<file path="config.mk">
export PLATFORM = sky130hd
export DESIGN_NAME = ex_stage_divhilo_flat
export DESIGN_NICKNAME = d
export VERILOG_FILES = /design/src/rtl/ex_stage_divhilo_if.sv /design/src/rtl/ex_stage_divhilo.sv /design/src/flat_wrapper.sv
export SDC_FILE = /design/constraint.sdc
export NUM_CORES = 2
export LEC_CHECK = 0
export CAP_MARGIN = 20
export CELL_PAD_IN_SITES_DETAIL_PLACEMENT = 0
export CELL_PAD_IN_SITES_GLOBAL_PLACEMENT = 2
export CORE_MARGIN = 10
export CORE_UTILIZATION = 30
export CTS_CLUSTER_SIZE = 28
export DETAILED_ROUTE_END_ITERATION = 7
export GPL_ROUTABILITY_DRIVEN = 1
export PLACE_DENSITY = 0.76
export SLEW_MARGIN = 20
export SYNTH_ARGS = -nofsm -noshare
export SYNTH_HDL_FRONTEND = slang
export SYNTH_SLANG_ARGS = --single-unit
</file>
<file path="constraint.sdc">
create_clock -name clk -period 8.2 [get_ports clk]
set_input_delay 2.05 -clock clk [delete_from_list [all_inputs] [get_ports clk]]
set_output_delay 2.05 -clock clk [all_outputs]
set_load 0.01 [all_outputs]
</file>
<file path="src/rtl/ex_stage_divhilo_if.sv">
// Decode-to-execute, execute-to-memory/decode and data SRAM signal group
// for the MIPS execute stage. The master side is whatever surrounds the
// stage (decode, stall controller, memory stage, SRAM); the slave side is
// the execute stage itself.
interface ex_stage_divhilo_if #(
  parameter int ID_TO_EX_WD  = 163,
  parameter int EX_TO_MEM_WD = 80
);
  logic [5:0]              stall;
  logic [ID_TO_EX_WD-1:0]  id_to_ex_bus;
  logic [EX_TO_MEM_WD-1:0] ex_to_mem_bus;
  logic [37:0]             ex_to_id;
  logic                    ex_is_load;
  logic                    data_sram_en;
  logic [3:0]              data_sram_wen;
  logic [31:0]             data_sram_addr;
  logic [31:0]             data_sram_wdata;
  logic                    stallreq_for_ex;

  modport master (
    output stall,
    output id_to_ex_bus,
    input  ex_to_mem_bus,
    input  ex_to_id,
    input  ex_is_load,
    input  data_sram_en,
    input  data_sram_wen,
    input  data_sram_addr,
    input  data_sram_wdata,
    input  stallreq_for_ex
  );

  modport slave (
    input  stall,
    input  id_to_ex_bus,
    output ex_to_mem_bus,
    output ex_to_id,
    output ex_is_load,
    output data_sram_en,
    output data_sram_wen,
    output data_sram_addr,
    output data_sram_wdata,
    output stallreq_for_ex
  );
endinterface

</file>
<file path="src/rtl/ex_stage_divhilo.sv">
// MIPS execute stage: input pipeline register, ALU, data SRAM request,
// forwarding to decode, HI/LO registers and a restoring divider that
// produces one quotient bit per cycle while holding the front of the pipe.
module ex_stage_divhilo #(
  parameter int ID_TO_EX_WD  = 163,
  parameter int EX_TO_MEM_WD = 80,
  parameter int DIV_STEPS    = 32
) (
  input logic               clk,
  input logic               rst,
  ex_stage_divhilo_if.slave bus
);

  localparam int CNT_W = $clog2(DIV_STEPS);
  localparam logic [CNT_W-1:0] CNT_LAST = CNT_W'(DIV_STEPS - 1);

  typedef enum logic [1:0] {
    IDLE,
    RUN,
    DONE
  } div_state_t;

  // Two's-complement sign correction used for operand magnitudes and results.
  function automatic logic [31:0] sign_fix(input logic neg, input logic [31:0] val);
    return neg ? (~val + 32'd1) : val;
  endfunction

  // ---------------- stage p0: decode-to-execute register ----------------
  logic [ID_TO_EX_WD-1:0] bus_p0;
  logic                   load_or_bubble;

  // A held EX (stall[2]) with a running MEM (stall[3]=0) inserts a bubble.
  assign load_or_bubble = ~(bus.stall[2] & bus.stall[3]);

  // Input register: bubble, load or hold.
  always_ff @(posedge clk or posedge rst) begin
    if (rst) begin
      bus_p0 <= '0;
    end else if (bus.stall[2] && !bus.stall[3]) begin
      bus_p0 <= '0;
    end else if (!bus.stall[2]) begin
      bus_p0 <= bus.id_to_ex_bus;
    end
  end

  logic [3:0]  readen;
  logic [31:0] pc;
  logic [31:0] inst;
  logic [11:0] alu_op;
  logic [2:0]  src1_sel;
  logic [3:0]  src2_sel;
  logic        ram_en;
  logic [3:0]  ram_wen;
  logic        rf_we;
  logic [4:0]  rf_waddr;
  logic        sel_rf_res;
  logic [31:0] rs_val;
  logic [31:0] rt_val;

  assign readen     = bus_p0[162:159];
  assign pc         = bus_p0[158:127];
  assign inst       = bus_p0[126:95];
  assign alu_op     = bus_p0[94:83];
  assign src1_sel   = bus_p0[82:80];
  assign src2_sel   = bus_p0[79:76];
  assign ram_en     = bus_p0[75];
  assign ram_wen    = bus_p0[74:71];
  assign rf_we      = bus_p0[70];
  assign rf_waddr   = bus_p0[69:65];
  assign sel_rf_res = bus_p0[64];
  assign rs_val     = bus_p0[63:32];
  assign rt_val     = bus_p0[31:0];

  logic [5:0] opcode;
  logic [5:0] funct;
  logic       is_special;
  logic       is_mfhi;
  logic       is_mflo;
  logic       is_div;
  logic       is_signed_div;

  assign opcode        = inst[31:26];
  assign funct         = inst[5:0];
  assign is_special    = (opcode == 6'h00);
  assign is_mfhi       = is_special && (funct == 6'h10);
  assign is_mflo       = is_special && (funct == 6'h12);
  assign is_signed_div = is_special && (funct == 6'h1A);
  assign is_div        = is_signed_div || (is_special && (funct == 6'h1B));

  // Operand selection; an all-zero select yields zero.
  logic signed [31:0] src1_val;
  logic signed [31:0] src2_val;
  logic        [4:0]  sa;

  always_comb begin
    src1_val = '0;
    if (src1_sel[0])      src1_val = rs_val;
    else if (src1_sel[1]) src1_val = pc;
    else if (src1_sel[2]) src1_val = {27'b0, inst[10:6]};
  end

  always_comb begin
    src2_val = '0;
    if (src2_sel[0])      src2_val = rt_val;
    else if (src2_sel[1]) src2_val = {{16{inst[15]}}, inst[15:0]};
    else if (src2_sel[2]) src2_val = 32'd8;
    else if (src2_sel[3]) src2_val = {16'b0, inst[15:0]};
  end

  assign sa = src1_val[4:0];

  // ALU: alu_op is one-hot, MSB = add down to LSB = lui.
  logic signed [31:0] alu_res;

  always_comb begin
    alu_res = '0;
    if (alu_op[11])      alu_res = src1_val + src2_val;
    else if (alu_op[10]) alu_res = src1_val - src2_val;
    else if (alu_op[9])  alu_res = {31'b0, (src1_val < src2_val)};
    else if (alu_op[8])  alu_res = {31'b0, ($unsigned(src1_val) < $unsigned(src2_val))};
    else if (alu_op[7])  alu_res = src1_val & src2_val;
    else if (alu_op[6])  alu_res = ~(src1_val | src2_val);
    else if (alu_op[5])  alu_res = src1_val | src2_val;
    else if (alu_op[4])  alu_res = src1_val ^ src2_val;
    else if (alu_op[3])  alu_res = src2_val << sa;
    else if (alu_op[2])  alu_res = $unsigned(src2_val) >> sa;
    else if (alu_op[1])  alu_res = src2_val >>> sa;
    else if (alu_op[0])  alu_res = src2_val << 16;
  end

  // ---------------- divider control ----------------
  div_state_t       state;
  div_state_t       state_next;
  logic [CNT_W-1:0] cnt;
  logic             div_done;
  logic             div_start;
  logic             div_step;
  logic             div_finish;
  logic             stallreq;

  // Divider state register.
  always_ff @(posedge clk or posedge rst) begin
    if (rst) state <= IDLE;
    else     state <= state_next;
  end

  // Next-state and stall request; a finished divide held in EX must not rerun.
  always_comb begin
    state_next = state;
    stallreq   = 1'b0;
    div_start  = 1'b0;
    div_step   = 1'b0;
    div_finish = 1'b0;
    case (state)
      IDLE: begin
        if (is_div && !div_done) begin
          stallreq   = 1'b1;
          div_start  = 1'b1;
          state_next = RUN;
        end
      end
      RUN: begin
        stallreq = 1'b1;
        div_step = 1'b1;
        if (cnt == CNT_LAST) state_next = DONE;
      end
      DONE: begin
        div_finish = 1'b1;
        state_next = IDLE;
      end
      default: state_next = IDLE;
    endcase
  end

  // Step counter and completion flag; any load or bubble of the input
  // register means a new instruction, so the completion flag is dropped.
  always_ff @(posedge clk or posedge rst) begin
    if (rst) begin
      cnt      <= '0;
      div_done <= 1'b0;
    end else begin
      if (div_start)     cnt <= '0;
      else if (div_step) cnt <= cnt + CNT_W'(1);
      if (load_or_bubble)  div_done <= 1'b0;
      else if (div_finish) div_done <= 1'b1;
    end
  end

  // ---------------- divider datapath ----------------
  logic [31:0] div_rem;
  logic [31:0] div_quo;
  logic [31:0] div_den;
  logic        quo_neg;
  logic        rem_neg;
  logic [32:0] div_tmp;
  logic        div_ge;
  logic [31:0] rem_nxt;

  // Restoring step: shift in the next dividend bit, subtract if it fits.
  assign div_tmp = {div_rem, div_quo[31]};
  assign div_ge  = (div_tmp >= {1'b0, div_den});
  assign rem_nxt = div_ge ? 32'(div_tmp - {1'b0, div_den}) : div_tmp[31:0];

  // Operand magnitudes latched at start, then one quotient bit per cycle.
  always_ff @(posedge clk) begin
    if (div_start) begin
      div_rem <= '0;
      div_quo <= sign_fix(is_signed_div & rs_val[31], rs_val);
      div_den <= sign_fix(is_signed_div & rt_val[31], rt_val);
      quo_neg <= is_signed_div & (rs_val[31] ^ rt_val[31]);
      rem_neg <= is_signed_div & rs_val[31];
    end else if (div_step) begin
      div_rem <= rem_nxt;
      div_quo <= {div_quo[30:0], div_ge};
    end
  end

  logic [31:0] hi;
  logic [31:0] lo;

  // HI/LO written once per divide; a zero divisor leaves all-ones in LO
  // and the dividend (already the restored remainder) in HI.
  always_ff @(posedge clk or posedge rst) begin
    if (rst) begin
      hi <= '0;
      lo <= '0;
    end else if (div_finish) begin
      hi <= sign_fix(rem_neg, div_rem);
      lo <= (div_den == '0) ? '1 : sign_fix(quo_neg, div_quo);
    end
  end

  // ---------------- outputs ----------------
  logic [31:0] ex_result;

  assign ex_result = is_mfhi ? hi : (is_mflo ? lo : alu_res);

  assign bus.ex_to_mem_bus   = EX_TO_MEM_WD'({pc, ram_en, ram_wen, readen, sel_rf_res,
                                              rf_we, rf_waddr, ex_result});
  assign bus.ex_to_id        = {rf_we, rf_waddr, ex_result};
  assign bus.ex_is_load      = ram_en & (|readen);
  assign bus.data_sram_en    = ram_en;
  assign bus.data_sram_wen   = ram_wen;
  assign bus.data_sram_addr  = alu_res;
  assign bus.data_sram_wdata = rt_val;
  assign bus.stallreq_for_ex = stallreq;

  logic unused_bits;
  assign unused_bits = ^{inst[25:16], bus.stall[5:4], bus.stall[1:0]};

endmodule

</file>
<file path="src/flat_wrapper.sv">
// flat-port wrapper written by rule: the top's interface ports become plain ports
module ex_stage_divhilo_flat 
#(
  parameter int ID_TO_EX_WD  = 163,
  parameter int EX_TO_MEM_WD = 80,
  parameter int DIV_STEPS    = 32
)
  (clk, rst, bus_stall, bus_id_to_ex_bus, bus_ex_to_mem_bus, bus_ex_to_id, bus_ex_is_load, bus_data_sram_en, bus_data_sram_wen, bus_data_sram_addr, bus_data_sram_wdata, bus_stallreq_for_ex);
  ex_stage_divhilo_if #(.ID_TO_EX_WD(ID_TO_EX_WD), .EX_TO_MEM_WD(EX_TO_MEM_WD)) bus_i ();
  input logic clk;
  input logic rst;
  input wire logic [$bits(bus_i.stall)-1:0] bus_stall;
  input wire logic [$bits(bus_i.id_to_ex_bus)-1:0] bus_id_to_ex_bus;
  output wire logic [$bits(bus_i.ex_to_mem_bus)-1:0] bus_ex_to_mem_bus;
  output wire logic [$bits(bus_i.ex_to_id)-1:0] bus_ex_to_id;
  output wire logic [$bits(bus_i.ex_is_load)-1:0] bus_ex_is_load;
  output wire logic [$bits(bus_i.data_sram_en)-1:0] bus_data_sram_en;
  output wire logic [$bits(bus_i.data_sram_wen)-1:0] bus_data_sram_wen;
  output wire logic [$bits(bus_i.data_sram_addr)-1:0] bus_data_sram_addr;
  output wire logic [$bits(bus_i.data_sram_wdata)-1:0] bus_data_sram_wdata;
  output wire logic [$bits(bus_i.stallreq_for_ex)-1:0] bus_stallreq_for_ex;
  assign bus_i.stall = bus_stall;
  assign bus_i.id_to_ex_bus = bus_id_to_ex_bus;
  assign bus_ex_to_mem_bus = bus_i.ex_to_mem_bus;
  assign bus_ex_to_id = bus_i.ex_to_id;
  assign bus_ex_is_load = bus_i.ex_is_load;
  assign bus_data_sram_en = bus_i.data_sram_en;
  assign bus_data_sram_wen = bus_i.data_sram_wen;
  assign bus_data_sram_addr = bus_i.data_sram_addr;
  assign bus_data_sram_wdata = bus_i.data_sram_wdata;
  assign bus_stallreq_for_ex = bus_i.stallreq_for_ex;
  ex_stage_divhilo #(.ID_TO_EX_WD(ID_TO_EX_WD), .EX_TO_MEM_WD(EX_TO_MEM_WD), .DIV_STEPS(DIV_STEPS)) u_core (.clk(clk), .rst(rst), .bus(bus_i));
endmodule
</file>
==> summary.txt <==
Place
  – Routability cong.: 1.05
  – Placed Cells: 5275
  – Port Buffers: 345
  – DP Wirelength: 112000 um

Clock tree
  – Clock sink count: 323
  – Inserted Clock Buffers: 42
  – CTS tree: done
  – CTS root buffer: clkbuf_16
  – CTS Hold Bufs: 0
  – Worst-Skew Late Latency: 0.63 ns
  – Clock buffer depth: 3
  – Clock slew seen by the registers of the worst setup and hold paths: 0.05 ns
  – CTS H-tree depth: 2

Worst setup path
  – Worst R2R Setup Slack: 4.27 ns
  – RR Endpoint: u_core.div_rem[9]
  – Critical Path Max Stage Delay: 0.58 ns
  – WP buf/inv: 4
  – R2r startpoint: u_core.div_rem[10]
  – WP data required: 6.15 ns
  – Slowest stage cell, crit path: or4b_1
  – Worst setup endpoint: bus_ex_to_id[30]
  – Reg2reg path depth: 11
  – Critical Path End Type: primary output
  – Crit-path leading delay family: simple AND/OR/NAND/NOR gates
  – Worst path arrival time: 5.99 ns
  – Setup CP Type: flop to primary output
  – Worst-path fanout max: 14
  – Startpoint types: flop
  – CP startpoint: u_core.bus_p0[76]
  – Crit path cell chain: buf_4, and3b_1, a21oi_1, inv_1, ha_1, nor2_1, or4b_1, or4_1, a21oi_1, or3_1, a31oi_1, xnor2_1, o221ai_1, buf_4, o21a_1, clkdlybuf4s50_1
  – WP depth: 16

Yosys
  – Register area share after synthesis: 0.283
  – Syn Area/Cell: 7.52 um^2
  – Cell count after synthesis: 3880
  – Ys flop type: dfrtp_1
  – EDFF count, synth: 66
  – Seq cells post-synth: 323
  – Area leader, netlist: dfrtp_1
  – Top-count cell post-synth: o21ai_0
  – Ys Warns: 0
  – Unique cell type count in the Yosys netlist: 87
  – Top cells by area, synth: dfrtp_1, o21ai_0, edfxtp_1
  – Syn Std Cell Area: 0.0292 mm^2
  – Synth top cells by count: o21ai_0, nand2_1, inv_1, a21oi_1, nor2_1
  – Top-area cell type share of the netlist area: 0.193
  – Syn_nets: 4189
  – Post-synth ARST share: 0.697

Floorplan
  – Die X-Extent: 332 um
  – Core Region: 0.0966 mm^2
  – Initial Util: 0.302
  – FP Rows: 114
  – I/O pin total: 360
  – Area of the die: 0.110 mm^2
  – Die span in y: 332 um

Min path
  – Min-Delay Path Depth: 2
  – Hold/Removal Path Class: flop to flop

Timing
  – Final hold viol count: 0
  – Clock Skew: 0.0461 ns
  – Final-report setup violation count: 0
  – Max-slew violations: 0
  – Rel. slew slack: 0.326
  – Unrepaired setup endpoints after global routing: yes
  – Min Clock Period, post-route: 8.04 ns
  – TNS Setup: 0 ns
  – Period utilisation layout: 0.981
  – Actual slew at the worst max-slew pin: 1.00 ns
  – Fmax: 124 MHz
  – Hold slack: 0.478 ns

Power and ir drop
  – Seq pwr share: 0.293
  – Clock Power Share: 0.283
  – NetSw: 0.00261 W
  – VDD IR max: 0.140 mV
  – Net Sw Frac: 0.407
  – Combinational Power Share: 0.424
  – Pwr/cell area: 183 mW/mm^2
  – Static leakage: 14.8 nW
  – Internal power: 0.00380 W

Layout
  – Nets@finish: 4352
  – Syn-to-layout area delta: 20.2%
  – Fraction of layout cells with a size suffix above 1: 0.0734
  – Fin util: 0.363
  – Layout Cells excl Fill: 5355

Status
  – Status: finished, final reports clean

Route
  – Routed WL per cell: 26.7 um
  – Routed vias: 29.9k
  – Routed WL: 143000 um
  – Detail Route Antenna Nets: 0
  – Drt via density: 5.59
  – Residual DRC: 0
  – DR pass1 iterations: 5
  – Detailed Route Iter0 Violations: 2931

GRT
  – Global-route wire length before repair: 206000 um
  – Number of global-route vias before repair: 29.1k
  – Aggregate global routing overflow: 0
  – GR Util All Layers: 0.246
  – Largest net degree at the start of global routing: 163
  – Initial antenna violation count: 8

Flow run
  – Max-cap viol count: 0
[cells in the final DEF (no fill, tap or decap), types with 65 or more instances in the layout]
master,n
clkdlybuf4s50_1,343
inv_1,309
o21ai_0,414
ha_1,134
dfrtp_1,221
a21oi_1,292
a211oi_1,65
nor2_1,244
buf_4,164
nand2_1,355
xnor2_1,98
nand3_1,238
xor2_1,100
edfxtp_1,66
[metrics by stage]
step / total power (W) / cell area, um^2 / setup slack (ns)
6_report: 0.00641 / 35100 / 0.157
5_1_grt: 0.00669 / 35100 / -0.0268
4_1_cts: 0.00641 / 35000 / 0.0136
3_5_place_dp: 0.00456 / 33700 / 0.566
3_3_place_gp: 0.00458 / 33700 / 0.504
2_1_floorplan: 0.00337 / 29200 / 1.01
[metal layers]
metal  GRT usage  share of wire  vias up  wire, um
met4       0.109          0.049        0      6940
met5           0              0        -         0
met3      0.0504          0.077      247     11000
li1            -              -    14059         -
met1       0.313           0.42    14409     60000
met2       0.399           0.46     1209     65100
[cell type report]
class / instances / area, um^2
multi-input combinational: 2847 / 17900
inverter: 315 / 1190
clock inverter: 9 / 95.1
antenna: 3 / 7.51
fill: 10441 / 61500
tap: 1276 / 1600
sequential: 323 / 8260
clock buffer: 68 / 1220
timing repair buffer: 514 / 4790
[registers in the layout, indices dropped and copies added (netlist names)]
| signal | cells |
|---|---|
| u_core.bus_p0 | 153 |
| u_core.cnt | 5 |
| u_core.div_den | 32 |
| u_core.div_done | 1 |
| u_core.div_quo | 32 |
| u_core.div_rem | 32 |
| u_core.hi | 32 |
| u_core.lo | 32 |
| u_core.quo_neg | 1 |
| u_core.rem_neg | 1 |
| u_core.state | 2 |
[how the worst min path moves through the flow]
stage / startpoint / end / slack [ns]
finish: u_core.hi[5] / u_core.hi[5] / 0.48
global route: u_core.hi[3] / u_core.hi[3] / 0.51
CTS: u_core.hi[8] / u_core.hi[8] / 0.48
detailed placement: u_core.hi[8] / u_core.hi[8] / 0.47
global placement: u_core.hi[8] / u_core.hi[8] / 0.46
floorplan: u_core.hi[25] / u_core.hi[25] / 0.44
[power groups by stage]
stage | Combinational [W] | Clock, W | Sequential, W
finish | 0.00271 | 0.00181 | 0.00188
CTS | 0.00267 | 0.00186 | 0.00188
floorplan | 0.00154 | 0 | 0.00183
global route | 0.00288 | 0.00192 | 0.00189
global placement | 0.00267 | 0 | 0.00191
detailed placement | 0.00265 | 0 | 0.00191
[worst reg2reg max path, stage by stage (launching register included)]
cell and delay (ns):
dfxtp_1 0.56, ha_1 0.37, a21oi_1 0.31, a21oi_1 0.14, o311a_1 0.34, a211oi_1 0.39, a21oi_1 0.12, o22a_1 0.32
a31oi_4 0.49, buf_4 0.44, o21ai_0 0.16, a22o_1 0.19
[cells by family (layout without fill, tap and decap cells)]
family	count (synthesis)	count (layout)	share of synthesized area
other	0	3	0
and+or+nand+nor	1133	1133	0.181
xor gates and xnor gates	198	198	0.0594
adders and majority gates	138	138	0.0600
buffers and inverters	710	906	0.108
DFF	323	323	0.283
AOI/OAI and AO/OA	1305	1305	0.283
muxes	73	73	0.0254
[timing repair]
action                                  4_1_cts  5_1_grt
pin swaps                                     0        1
resized for setup                             2       14
setup buffers                                 0        0
endpoints found under the setup margin        8       21
(Power assumes the default switching activity.)
